`src/rtl/axi_pkg.sv`:
```
// Shared types and helpers for the AXI-Stream byte packer.
package axi_pkg;

  localparam int unsigned KEEP_MAX = 128;

  typedef enum logic [1:0] {
    ST_IDLE    = 2'd0,
    ST_PACK    = 2'd1,
    ST_DISCARD = 2'd2
  } packer_state_t;

  // Low-contiguous ones: bits [cnt-1:0] set, all others clear.
  function automatic logic [KEEP_MAX-1:0] keep_from_cnt(input int unsigned cnt);
    logic [KEEP_MAX-1:0] k;
    k = '0;
    for (int unsigned i = 0; i < KEEP_MAX; i++) begin
      if (i < cnt) k = {k[KEEP_MAX-2:0], 1'b1};
    end
    return k;
  endfunction

endpackage

```
`src/rtl/axi_out_fifo2.sv`:
```
// Two-entry output FIFO accepting up to two pushes per cycle.
// o_free_c counts the head slot as free when it is popped this cycle.
module axi_out_fifo2 #(
  parameter int unsigned DW = 64,
  parameter int unsigned NB = DW / 8
) (
  input  logic          clk,
  input  logic          rst,
  input  logic          i_push0,
  input  logic [DW-1:0] i_data0,
  input  logic [NB-1:0] i_keep0,
  input  logic          i_last0,
  input  logic          i_push1,
  input  logic [DW-1:0] i_data1,
  input  logic [NB-1:0] i_keep1,
  input  logic          i_last1,
  input  logic          i_pop,
  output logic          o_valid,
  output logic [DW-1:0] o_data,
  output logic [NB-1:0] o_keep,
  output logic          o_last,
  output logic [1:0]    o_free_c
);

  localparam int unsigned EW = DW + NB + 1;

  logic [EW-1:0] r_e0, r_e1;
  logic [1:0]    r_cnt;
  logic [EW-1:0] w_e0_nxt, w_e1_nxt, w_head, w_in0, w_in1;
  logic [1:0]    w_cnt_nxt, w_cnt_ap;
  logic          w_pop;

  // Pop first, then append pushes behind the surviving entry.
  always_comb begin
    w_pop     = i_pop && (r_cnt != 2'd0);
    w_cnt_ap  = r_cnt - 2'(w_pop);
    w_head    = w_pop ? r_e1 : r_e0;
    w_in0     = {i_last0, i_keep0, i_data0};
    w_in1     = {i_last1, i_keep1, i_data1};
    w_e0_nxt  = w_head;
    w_e1_nxt  = r_e1;
    if (w_cnt_ap == 2'd0) begin
      if (i_push0) w_e0_nxt = w_in0;
      if (i_push1) w_e1_nxt = w_in1;
    end else begin
      if (i_push0) w_e1_nxt = w_in0;
    end
    w_cnt_nxt = w_cnt_ap + 2'(i_push0) + 2'(i_push1);
    o_free_c  = 2'd2 - w_cnt_ap;
  end

  // Storage and occupancy registers.
  always_ff @(posedge clk or posedge rst) begin
    if (rst) begin
      r_e0  <= '0;
      r_e1  <= '0;
      r_cnt <= 2'd0;
    end else begin
      r_e0  <= w_e0_nxt;
      r_e1  <= w_e1_nxt;
      r_cnt <= w_cnt_nxt;
    end
  end

  assign o_valid = (r_cnt != 2'd0);
  assign o_data  = r_e0[DW-1:0];
  assign o_keep  = r_e0[DW +: NB];
  assign o_last  = r_e0[EW-1];

endmodule

```
`src/rtl/axi_byte_packer.sv`:
```
// Packs compacted byte beats into full AXI-Stream words; drops whole beats
// (and poisons the rest of the packet) when the output FIFO lacks room.
// Optional statistics outputs pkt_cnt/drop_cnt enabled by PACKER_STATS_EN.
module axi_byte_packer
  import axi_pkg::*;
#(
  parameter int unsigned DATA_WIDTH = 64
) (
  input  logic                                 clk,
  input  logic                                 rst,
  input  logic [DATA_WIDTH-1:0]                in_data,
  input  logic [$clog2(DATA_WIDTH/8+1)-1:0]    in_cnt,
  input  logic                                 in_valid,
  input  logic                                 in_last,
  output logic [DATA_WIDTH-1:0]                m_tdata,
  output logic [DATA_WIDTH/8-1:0]              m_tkeep,
  output logic                                 m_tvalid,
  output logic                                 m_tlast,
  input  logic                                 m_tready,
  output logic                                 ovf,
  output logic                                 ovf_sticky,
  input  logic                                 err_clr
`ifdef PACKER_STATS_EN
  ,
  output logic [31:0]                          pkt_cnt,
  output logic [31:0]                          drop_cnt
`endif
);

  localparam int unsigned NB = DATA_WIDTH / 8;
  localparam int unsigned CW = $clog2(NB + 1);
  localparam int unsigned TW = CW + 1;
  localparam int unsigned W2 = 2 * DATA_WIDTH;

  packer_state_t         r_state, w_state_nxt;
  logic [CW-1:0]         r_fill, w_fill_nxt;
  logic [DATA_WIDTH-1:0] r_res, w_res_nxt;
  logic                  r_ovf, r_sticky;

  logic [NB-1:0]         w_in_keep, w_rem_keep;
  logic [DATA_WIDTH-1:0] w_in_mask;
  logic [W2-1:0]         w_comb;
  logic [TW-1:0]         w_total, w_rem;
  logic                  w_full, w_has_rem, w_active, w_accept, w_drop;
  logic [1:0]            w_need, w_free;

  logic                  w_push0, w_push1, w_last0;
  logic [NB-1:0]         w_keep0;

  // Expand per-byte valid bits into a byte mask.
  for (genvar g = 0; g < NB; g++) begin : g_mask
    assign w_in_mask[g*8 +: 8] = {8{w_in_keep[g]}};
  end

  // Merge the new bytes behind the residual and size the beat in words.
  always_comb begin
    w_in_keep  = NB'(keep_from_cnt(32'(in_cnt)));
    w_comb     = (W2'(in_data & w_in_mask) << {r_fill, 3'b000}) | W2'(r_res);
    w_total    = TW'(r_fill) + TW'(in_cnt);
    w_full     = (w_total >= TW'(NB));
    w_rem      = w_full ? (w_total - TW'(NB)) : w_total;
    w_has_rem  = (w_rem != '0);
    w_rem_keep = NB'(keep_from_cnt(32'(w_rem)));
    w_need     = 2'(w_full) + 2'(in_last && w_has_rem);
    w_active   = in_valid && (r_state != ST_DISCARD);
    w_accept   = w_active && (w_free >= w_need);
    w_drop     = w_active && !w_accept;
  end

  // Next-state and FIFO push decode.
  always_comb begin
    w_state_nxt = r_state;
    w_fill_nxt  = r_fill;
    w_res_nxt   = r_res;
    w_push0     = 1'b0;
    w_push1     = 1'b0;
    w_keep0     = w_full ? '1 : w_rem_keep;
    w_last0     = in_last && (!w_full || !w_has_rem);
    case (r_state)
      ST_IDLE, ST_PACK: begin
        if (w_accept) begin
          w_push0     = w_full || (in_last && w_has_rem);
          w_push1     = w_full && in_last && w_has_rem;
          w_fill_nxt  = in_last ? '0 : CW'(w_rem);
          w_res_nxt   = in_last ? '0 :
                        (w_full ? w_comb[W2-1:DATA_WIDTH] : w_comb[DATA_WIDTH-1:0]);
          w_state_nxt = in_last ? ST_IDLE : ST_PACK;
        end else if (w_drop) begin
          w_fill_nxt  = '0;
          w_res_nxt   = '0;
          w_state_nxt = in_last ? ST_IDLE : ST_DISCARD;
        end
      end
      ST_DISCARD: begin
        if (in_valid && in_last) w_state_nxt = ST_IDLE;
      end
      default: begin
        w_state_nxt = ST_IDLE;
        w_fill_nxt  = '0;
        w_res_nxt   = '0;
      end
    endcase
  end

  // FSM state, fill level and residual bytes.
  always_ff @(posedge clk or posedge rst) begin
    if (rst) begin
      r_state <= ST_IDLE;
      r_fill  <= '0;
      r_res   <= '0;
    end else begin
      r_state <= w_state_nxt;
      r_fill  <= w_fill_nxt;
      r_res   <= w_res_nxt;
    end
  end

  // Drop pulse and sticky flag; a same-cycle drop wins over err_clr.
  always_ff @(posedge clk or posedge rst) begin
    if (rst) begin
      r_ovf    <= 1'b0;
      r_sticky <= 1'b0;
    end else begin
      r_ovf <= w_drop;
      if (w_drop)       r_sticky <= 1'b1;
      else if (err_clr) r_sticky <= 1'b0;
    end
  end

  assign ovf        = r_ovf;
  assign ovf_sticky = r_sticky;

  axi_out_fifo2 #(
    .DW (DATA_WIDTH),
    .NB (NB)
  ) u_fifo (
    .clk      (clk),
    .rst      (rst),
    .i_push0  (w_push0),
    .i_data0  (w_comb[DATA_WIDTH-1:0]),
    .i_keep0  (w_keep0),
    .i_last0  (w_last0),
    .i_push1  (w_push1),
    .i_data1  (w_comb[W2-1:DATA_WIDTH]),
    .i_keep1  (w_rem_keep),
    .i_last1  (1'b1),
    .i_pop    (m_tready),
    .o_valid  (m_tvalid),
    .o_data   (m_tdata),
    .o_keep   (m_tkeep),
    .o_last   (m_tlast),
    .o_free_c (w_free)
  );

`ifdef PACKER_STATS_EN
  logic [31:0] r_pkt_cnt, r_drop_cnt;

  // Wrapping counters of emitted packets and overflow-dropped beats.
  always_ff @(posedge clk or posedge rst) begin
    if (rst) begin
      r_pkt_cnt  <= '0;
      r_drop_cnt <= '0;
    end else begin
      if (m_tvalid && m_tready && m_tlast) r_pkt_cnt <= r_pkt_cnt + 32'd1;
      if (w_drop) r_drop_cnt <= r_drop_cnt + 32'd1;
    end
  end

  assign pkt_cnt  = r_pkt_cnt;
  assign drop_cnt = r_drop_cnt;
`endif

endmodule

```
`config.mk`:
```
export PLATFORM = sky130hd
export DESIGN_NAME = axi_byte_packer
export DESIGN_NICKNAME = d
export VERILOG_FILES = /design/src/rtl/axi_pkg.sv /design/src/rtl/axi_out_fifo2.sv /design/src/rtl/axi_byte_packer.sv
export SDC_FILE = /design/constraint.sdc
export NUM_CORES = 1
export LEC_CHECK = 0
export CAP_MARGIN = 20
export CORE_ASPECT_RATIO = 0.6
export CORE_UTILIZATION = 55
export CTS_CLUSTER_DIAMETER = 40
export DETAILED_ROUTE_END_ITERATION = 12
export PLACE_DENSITY = 0.79
export SLEW_MARGIN = 0
export SYNTH_ARGS = -nofsm -noshare
export SYNTH_HDL_FRONTEND = slang
export SYNTH_SLANG_ARGS = --single-unit
```
`constraint.sdc`:
```
create_clock -name clk -period 9.18 [get_ports clk]
set_input_delay 2.295 -clock clk [delete_from_list [all_inputs] [get_ports clk]]
set_output_delay 2.295 -clock clk [all_outputs]
set_load 0.01 [all_outputs]
```
==> results.cfg <==
[status]
status = completed

[floorplan]
chipHeight_um = 126
die_x_um = 208
start_util = 0.570
pin_count = 150
fp-row-count = 44
core-area_mm2 = 0.0246
die-area_mm2 = 0.0262

[yosys]
ys_ff_latch = 220
syn-num-nets = 1671
synthFlopType = dfrtp_1
syn_area_mm2 = 0.0140
ys_types = 66
synth_edf_count = 0
async_reset_ff_frac = 1.00
avgSynthCellArea_um2 = 8.86
seq_area_frac_synth = 0.392
synthCells = 1583
yosys_warnings = 0

[min_path]
hp-start = r_res[15]
min_path_type = reg2reg
holdPathStages = 2
min_to = r_res[15]

[worst_setup_path]
worstRegToRegCells = 20
startpoint_type = primary input
reg2reg_to = u_fifo.r_e0[11]
crit_path_end_kind = flip-flop
cp_cell_sequence = clkdlybuf4s50_1 > ha_1 > fa_1 > a211oi_1 > nor2_1 > inv_1 > ha_1 > inv_1 > o311ai_1 > a2bb2oi_1 > and2_1 > ha_1 > ha_1 > nand2b_1 > a21o_1 > nand2_1 > or3_4 > buf_4 > nor2_1 > a31oi_1
worstReg2RegStart = r_fill[1]
crit_path_top_delay_cell = or3_4
path_class = in2reg
required_ns = 9.65
crit_top_cell = ha_1
slowest_delay_ns = 0.65
reg2reg_slack_ns = 3.24
crit_arrival_ns = 8.21
worstPathMaxFanout = 76

[cells_and_area]
stdcell_count = 1987
fin_util = 0.671
drive_gt1_frac = 0.108
finalNetCount = 1733
n_antenna_cell = 0
fillers = 1944
multi_input_area_mm2 = 0.00780
area_growth_pct = 17.7
seq_area_mm2 = 0.00551

[placed_design]
dp_hpwl_um = 34100
port_buffers = 149
gp_congestion = 0.989
place_inst = 1935
dp_slack_ns = 1.02

[power]
comb_power_share = 0.647
leakagePower_nw = 6.99
power.switching_mw = 3.79
p_per_area_mw_per_mm2 = 467
pwr-share-clk = 0.137
switching_share = 0.493
p_int_mw = 3.91
seq_power_share = 0.216
irDropWorstVdd_v = 0.000388

[detailed_routing]
num_vias = 13803
ant_nets = 0
drtIter0Drc = 2333
wl_um = 49400
wl_per_cell_um = 24.9
drc = 0
vias_per_cell = 6.95
drtPass1Iterations = 7

[timing]
slew_viol_final = 0
grt_setup_unrepaired = false
maxSlewHeadroom = 0.217
setup_tns_ns = 0
fin_crit_ns = 7.74
skew_ns = 0.0128
max_freq_mhz = 129
fin_crit_sh = 0.843
setup_viol = 0
hold-worst-slack_ns = 0.474
finalHoldViolCount = 0
worstMarginPinSlew_ns = 1.16
postLayoutSetupSlackWorst_ns = 1.44

[global_route]
grt_pass1_vias = 12770
grt-ovfl-total = 0
grt_pass1_wl_um = 76100
antenna_found_initial = 1
track_usage = 0.372
grt_max_degree = 146

[clock_tree]
cts_made_buffers = 26
cts_resized = 0
cts_hold_buf = 0
cts_tree = built
clockRootBuffer = clkbuf_16
clk_pin_slew_ns = 0.06
clk_latency_ns = 0.56
clock_tree.buffer_depth = 3
htree_levels = 1
cts_setup_buffers = 0
clkSinkCount = 220

[job]
maxCapViolations = 0
-- registers in the layout (all words and copies together), names as in the netlist --
name          count
ovf               1
ovf_sticky        1
r_fill            4
r_res            64
r_state           2
u_fifo.r_cnt      2
u_fifo.r_e0      73
u_fifo.r_e1      73
-- power groups by stage --
stage                     Combinational, mW  Sequential [mW]  Clock, mW
final                                  4.99             1.66       1.05
after global routing                   5.33             1.70       1.10
after CTS                              4.83             1.65       1.06
after detailed placement               4.80             1.66          0
after global placement                 4.67             1.65          0
after floorplan                        3.35             1.68          0
-- kinds of logic after synthesis --
group | synth area share
fa+ha+maj | 0.0136
simple gates | 0.140
compound gates | 0.289
buf+inv | 0.0543
xor+xnor | 0.00312
flops | 0.392
mux | 0.108
-- cell usage after synthesis (6+ instances only) --
cell type	n	area, um^2
nand2_1	308	1160
dfrtp_1	220	5510
o21ai_0	114	571
clkbuf_1	113	424
mux2i_1	76	761
nor2_1	61	229
mux2_2	56	631
a31oi_1	52	325
a32o_1	48	480
a21oi_1	46	230
inv_1	41	154
o221ai_1	38	333
nor3_1	34	170
o211ai_1	27	203
a22oi_1	26	195
a32oi_1	26	228
a22o_1	25	219
nand3_1	23	115
a211oi_1	19	143
o22ai_1	19	119
buf_2	18	90.1
a221oi_1	17	149
a221oi_2	16	240
o21bai_1	16	120
and3_1	13	81.3
ha_1	12	150
o21a_1	9	67.6
o22a_1	9	78.8
a221o_1	8	80.1
mux2_4	8	120
a21o_1	7	52.6
a2bb2oi_1	6	52.6
-- cell usage in the layout (no fill, tap or decap), drive strengths merged, types with 46 or more instances in the layout --
cell type / count
mux2i: 76
o21ai: 115
mux2: 64
a21oi: 46
a32o: 48
dfrtp: 220
nor2: 61
clkdlybuf4s50: 149
inv: 46
nand2: 308
a31oi: 52
-- worst max path at each step --
stage | from | end | slack [ns] | cells past startpoint
after global placement | in_cnt[0] | u_fifo.r_e0[56] | 1.25 | 20
after global routing | in_cnt[0] | u_fifo.r_e0[43] | 1.05 | 19
after detailed placement | in_cnt[0] | u_fifo.r_e0[56] | 1.02 | 20
after CTS | in_cnt[0] | u_fifo.r_e0[11] | 1.57 | 20
after floorplan | rst | ovf | 0.86 | 1
final | in_cnt[0] | u_fifo.r_e0[11] | 1.44 | 20
-- per-stage QoR --
step | instance area (um^2) | total power, mW
final | 16500 | 7.70
after global routing | 16500 | 8.14
after CTS | 16400 | 7.54
after detailed placement | 15600 | 6.47
after global placement | 15600 | 6.31
after floorplan | 14000 | 5.03
-- metal layers --
layer	wire (um)	part of all wire	GRT usage
met4	1120	0.023	0.0828
met2	19900	0.40	0.508
met3	7350	0.15	0.145
met5	13	0.00026	0
met1	21000	0.43	0.549
-- worst max-delay path: cells and delay by family --
kind | cells | cell delay (ns)
simple gates | 6 | 1.53
fa+ha+maj | 5 | 1.61
buf+inv | 4 | 1.52
compound gates | 5 | 1.20
-- cell type report --
cell class	count	share of cell area
Sequential cell	220	0.334
Timing Repair Buffer	176	0.106
Clock buffer	31	0.0424
Inverter	46	0.0109
Clock inverter	17	0.0105
Tap cell	322	0.0244
Multi-Input combinational cell	1175	0.473
No activity file was read; power rests on OpenSTA's default activity.
